$ cat config.mk
export PLATFORM = sky130hd
export DESIGN_NAME = dac_scan_sequencer
export DESIGN_NICKNAME = d
export VERILOG_FILES = /design/src/rtl/dac_scan_sequencer.sv
export SDC_FILE = /design/constraint.sdc
export NUM_CORES = 1
export LEC_CHECK = 0
export ABC_AREA = 1
export BUFFER_PORTS_ARGS = -buffer_cell sky130_fd_sc_hd__clkbuf_2
export CAP_MARGIN = 25
export CORE_ASPECT_RATIO = 0.75
export CORE_MARGIN = 3
export CORE_UTILIZATION = 42
export DETAILED_ROUTE_END_ITERATION = 12
export PLACE_DENSITY = 0.64
export SLEW_MARGIN = 20
export SYNTH_ARGS = -nofsm -noshare
export SYNTH_HDL_FRONTEND = slang
export SYNTH_SLANG_ARGS = --single-unit
$ cat constraint.sdc
create_clock -name Clk -period 3.22 [get_ports Clk]
set_input_delay 0.322 -clock Clk [delete_from_list [all_inputs] [get_ports Clk]]
set_output_delay 0.322 -clock Clk [all_outputs]
set_load 0.02 [all_outputs]
$ cat src/rtl/dac_scan_sequencer.sv
// Steps DAC1 from StartCode to StopCode with DAC2 held fixed. Each step is a load, a settle wait and a StepReady/StepAck handshake.
// Every load request is a one-cycle DacLoadStart, and an abort never cuts a DAC transfer short.
module dac_scan_sequencer #(
    parameter int LOAD_TIMEOUT = 4096
) (
    input  logic        Clk,
    input  logic        reset_n,
    input  logic        ScanStart,
    input  logic        ScanAbort,
    input  logic [11:0] StartCode,
    input  logic [11:0] StopCode,
    input  logic [11:0] StepSize,
    input  logic [11:0] FixedDac2Code,
    input  logic [15:0] SettleCycles,
    input  logic        StepAck,
    input  logic        DacLoadDone,
    output logic [11:0] Dac1Data,
    output logic [11:0] Dac2Data,
    output logic [1:0]  LoadDacSelect,
    output logic        DacLoadStart,
    output logic        StepReady,
    output logic [11:0] CurrentCode,
    output logic        ScanBusy,
    output logic        ScanDone,
    output logic        ScanError
);
    localparam int TW = $clog2(LOAD_TIMEOUT + 1);

    typedef enum logic [2:0] {
        IDLE, LOAD, WAIT_LOAD, SETTLE, STEP_READY, NEXT, DONE
    } state_t;

    state_t      state, stateNext;
    logic [11:0] curCode, stopReg, stepReg, dac2Reg;
    logic [15:0] settleReg, settleCnt;
    logic [TW-1:0] timer;
    logic [1:0]  loadSel;
    logic        abortPending, scanErrorR;
    logic        startInvalid, timeoutHit, sumOver;
    logic [12:0] nextSum;

    assign startInvalid = (StepSize == 12'd0) || (StartCode > StopCode);
    assign timeoutHit   = (timer == TW'(LOAD_TIMEOUT - 1));
    // 13-bit sum so a step past 4095 reads as "beyond StopCode" instead of wrapping
    assign nextSum      = {1'b0, curCode} + {1'b0, stepReg};
    assign sumOver      = nextSum > {1'b0, stopReg};

    always_ff @(posedge Clk or negedge reset_n) begin
        if (!reset_n) begin
            state <= IDLE;
        end else begin
            state <= stateNext;
        end
    end

    always_comb begin
        stateNext = state;
        case (state)
            IDLE:       if (ScanStart && !startInvalid) stateNext = LOAD;
            LOAD:       stateNext = WAIT_LOAD;
            WAIT_LOAD: begin
                if (DacLoadDone) begin
                    if (abortPending || ScanAbort) stateNext = IDLE;
                    else if (settleReg == 16'd0)   stateNext = STEP_READY;
                    else                           stateNext = SETTLE;
                end else if (timeoutHit) begin
                    stateNext = IDLE;
                end
            end
            SETTLE: begin
                if (ScanAbort)                    stateNext = IDLE;
                else if (settleCnt == settleReg)  stateNext = STEP_READY;
            end
            STEP_READY: begin
                if (ScanAbort)     stateNext = IDLE;
                else if (StepAck)  stateNext = NEXT;
            end
            NEXT: begin
                if (ScanAbort)     stateNext = IDLE;
                else if (sumOver)  stateNext = DONE;
                else               stateNext = LOAD;
            end
            DONE:       stateNext = IDLE;
            default:    stateNext = IDLE;
        endcase
    end

    always_ff @(posedge Clk or negedge reset_n) begin
        if (!reset_n) begin
            curCode      <= '0;
            stopReg      <= '0;
            stepReg      <= '0;
            dac2Reg      <= '0;
            settleReg    <= '0;
            settleCnt    <= '0;
            timer        <= '0;
            loadSel      <= '0;
            abortPending <= 1'b0;
            scanErrorR   <= 1'b0;
        end else begin
            scanErrorR <= 1'b0;
            case (state)
                IDLE: begin
                    if (ScanStart) begin
                        if (startInvalid) begin
                            scanErrorR <= 1'b1;
                        end else begin
                            curCode   <= StartCode;
                            stopReg   <= StopCode;
                            stepReg   <= StepSize;
                            dac2Reg   <= FixedDac2Code;
                            settleReg <= SettleCycles;
                            loadSel   <= 2'b11;
                        end
                    end
                end
                LOAD: begin
                    timer        <= TW'(1);
                    abortPending <= ScanAbort;
                end
                WAIT_LOAD: begin
                    timer     <= timer + TW'(1);
                    settleCnt <= 16'd1;
                    if (ScanAbort) abortPending <= 1'b1;
                    if (!DacLoadDone && timeoutHit) scanErrorR <= 1'b1;
                end
                SETTLE: settleCnt <= settleCnt + 16'd1;
                NEXT: begin
                    if (!ScanAbort && !sumOver) begin
                        curCode <= nextSum[11:0];
                        loadSel <= 2'b01;
                    end
                end
                default: ;
            endcase
        end
    end

    assign Dac1Data      = curCode;
    assign Dac2Data      = dac2Reg;
    assign CurrentCode   = curCode;
    assign LoadDacSelect = loadSel;
    assign DacLoadStart  = (state == LOAD);
    assign StepReady     = (state == STEP_READY);
    assign ScanBusy      = (state != IDLE);
    assign ScanDone      = (state == DONE);
    assign ScanError     = scanErrorR;

endmodule

==> impl_metrics.env <==
export IMPL_outcome="completed"
export IMPL_p_clk_frac=0.159
export IMPL_route_vias_total=4964
export IMPL_setup_viol=0
export IMPL_fin_tns_setup_ps=0
export IMPL_tritoncts="done"
export IMPL_worst_pin_slew_ps=578
export IMPL_p_int_uw=3960
export IMPL_leakagePower_uw=0.00368
export IMPL_fp_dieW_um=145
export IMPL_slew_headroom=0.614
export IMPL_via_per_inst=4.80
export IMPL_final_nets=943
export IMPL_cp_end_kind="flip-flop"
export IMPL_fin_crit_ps=3040
export IMPL_hold_viol=0
export IMPL_ios=113
export IMPL_io_buffers=112
export IMPL_die_h_um=110
export IMPL_gp_congestion=0.855
export IMPL_cp_top_family="simple AND/OR/NAND/NOR gates"
export IMPL_worst_slack_ps=177
export IMPL_synth_flop_cell="dfrtp_1"
export IMPL_rsz0062_at_grt="true"
export IMPL_combPwrFrac=0.545
export IMPL_syn2layout_area_growth_pct=18.0
export IMPL_ys_seq_area_frac=0.410
export IMPL_core_region_area_um2=14000
export IMPL_antenna_found_initial=0
export IMPL_synthesis_instances=727
export IMPL_worstPathMaxFanout=6
export IMPL_syn_avg_cell_area_um2=8.40
export IMPL_startpoint_type="flip-flop"
export IMPL_ys_types=50
export IMPL_floorplan_die_area_um2=16000
export IMPL_cp_depth=19
export IMPL_clk_pin_slew_ps=70
export IMPL_min_path_cells=2
export IMPL_seq_power_share=0.297
export IMPL_grt_usage=0.179
export IMPL_start_util=0.437
export IMPL_placed_cells=1016
export IMPL_ant_nets=0
export IMPL_async_reset_ff_frac=1.00
export IMPL_critPathArrivalTime_ps=3260
export IMPL_clock_root_buffer="clkbuf_16"
export IMPL_drt_iter0_drc=270
export IMPL_crit_required_ps=3440
export IMPL_maxCapViolCount=0
export IMPL_drc=0
export IMPL_ff2ff_path_depth=19
export IMPL_critical_path_slowest_cell="dfrtp_1"
export IMPL_grt_pass1_wl_um=23600
export IMPL_grt_pass1_vias=4673
export IMPL_dpl_hpwl_um=11200
export IMPL_ctsHtreeMaxLevel=3
export IMPL_clock_sinks=100
export IMPL_dp_slack_ps=55.9
export IMPL_fin_skew_ps=4.64
export IMPL_cts_buffers=9
export IMPL_drt_wirelength_per_cell_um=13.8
export IMPL_grt_max_degree=58
export IMPL_drt_pass1_iter_count=5
export IMPL_slew_viol_final=0
export IMPL_crit_buf_inv=2
export IMPL_fmaxAchievable_mhz=329
export IMPL_antenna_cells=0
export IMPL_clk_latency_ps=340
export IMPL_layout_drive_gt1_share=0.246
export IMPL_grt_overflow=0
export IMPL_cts_buffer_depth=2
export IMPL_power_density_nw_per_um2=978
export IMPL_fp_row_count=37
export IMPL_critPathKind="flip-flop to flip-flop"
export IMPL_hold_slack_ps=205
export IMPL_critical_path_max_stage_delay_ps=370
export IMPL_hold_class="input pin to flip-flop"
export IMPL_ys_seq_elements=100
export IMPL_crit_chain="ha_2, inv_2, fa_2, nand3b_1, nand2_2, a21oi_4, nor2_4, o21ai_2, and2_1, ha_1, a21o_1, a21oi_1, nand2_1, nand2_2, nand3_4, nand2_4, clkinvlp_4, nand2_1, nand2_1"
export IMPL_finalCritPeriodShare=0.945
export IMPL_final_cells=1034
export IMPL_switching_power_uw=3090
export IMPL_power_share_switching=0.439
export IMPL_irDropWorstVdd_mv=0.495
export IMPL_routed_wl_um=14200
export IMPL_yosysWarnings=0
export IMPL_netlist_area_um2=6110
export IMPL_synth_edff_count=0
export IMPL_crit_path_frequent_cell="nand2_1"
export IMPL_syn_num_nets=836
==> cell usage in the layout, fill, tap and decap left out, drive strengths merged, types with 2 or more instances in the layout <==
cell and count:
nand3 37, ha 38, dfrtp 100, a21o 2, nor4 4, o32ai 4
a21boi 3, clkbuf 124, mux2 26, nand3b 3, or2 2, clkinv 2
buf 11, xor2 6, nor3 8, inv 93, nand2 174, a21oi 43
a22oi 2, nand4 15, o21ai 37, a31oi 4, xnor2 18, and2 3
nor2 66
==> cell families after synthesis <==
| kind of cell | share of synthesized area |
|---|---|
| compound gates | 0.0948 |
| xor+xnor | 0.0344 |
| fa+ha+maj | 0.0811 |
| buf+inv | 0.0917 |
| flops | 0.410 |
| mux | 0.0569 |
| simple gates | 0.231 |
==> state kept, by name, summed over array words and instances, names as in the netlist, 3 cells and up <==
register	flops
stepReg	12
settleCnt	16
state	3
CurrentCode	12
settleReg	16
Dac2Data	12
stopReg	12
timer	13
==> worst reg2reg max path, cell delays in order, from the launching register on <==
cell and delay [ps]:
dfrtp_1 370, ha_2 190, inv_2 50, fa_2 340
nand3b_1 180, nand2_2 120, a21oi_4 90, nor2_4 130
o21ai_2 60, and2_1 170, ha_1 290, a21o_1 180
a21oi_1 120, nand2_1 80, nand2_2 80, nand3_4 80
nand2_4 80, clkinvlp_4 170, nand2_1 110, nand2_1 50
==> Yosys cell counts, drive strengths merged, types with 6 or more instances <==
library cell  instances  area, µm²
nand3                37        225
inv                  93        349
nand4                15        100
mux2                 26        338
xnor2                18        158
dfrtp               100       2500
o21ai                37        185
ha                   38        475
nand2               174        676
a21oi                43        219
nor2                 66        288
xor2                  6       52.6
nor3                  8       40.0
clkbuf                6       22.5
buf                  21        184
==> repair_timing <==
action	4_1_cts	5_1_grt
resized for setup	0	20
setup buffers	0	1
hold buffers	1	0
hold endpoints to repair	26	0
setup endpoints to repair	0	17
==> per-layer routing <==
| layer | GRT usage | share of wire |
|---|---|---|
| met3 | 0.0439 | 0.058 |
| met4 | 0.0417 | 0.011 |
| met2 | 0.249 | 0.40 |
| met1 | 0.278 | 0.53 |
| met5 | 0 | 0 |
==> power groups by stage <==
stage	combinational [µW]	clock (µW)	sequential, µW
CTS	3660	1140	2080
detailed placement	3640	0	2090
finish	3840	1120	2090
global route	4370	1200	2150
global placement	3590	0	2090
floorplan	2670	0	2190
==> cell type report <==
type	instances	area, µm²
flip-flops and latches	100	2500
fillers	1382	6770
multi-input cells	506	3120
well taps	195	244
repair buffers	123	677
clock buffers	13	260
inverters	94	358
clock inverters	3	43.8
==> path summary, 6_finish.rpt <==
kind	to	startpoint	slack, ps
worst max-delay path	LoadDacSelect[1]	stepReg[0]	180
worst min-delay path	Dac2Data[5]	FixedDac2Code[5]	210
worst max register to register	LoadDacSelect[1]	stepReg[0]	180
worst min register to register	timer[10]	timer[10]	480
max in group asynchronous	stepReg[9]	reset_n	1990
min in group asynchronous	settleReg[4]	reset_n	510
==> through the flow <==
stage | util | total power (µW) | area [µm²]
4_1_cts | 0.509 | 6880 | 7120
6_report | 0.515 | 7050 | 7210
2_1_floorplan | - | 4860 | 6110
3_3_place_gp | 0.487 | 5680 | 6800
5_1_grt | 0.515 | 7720 | 7210
3_5_place_dp | 0.487 | 5740 | 6800
(Power assumes the default switching activity.)
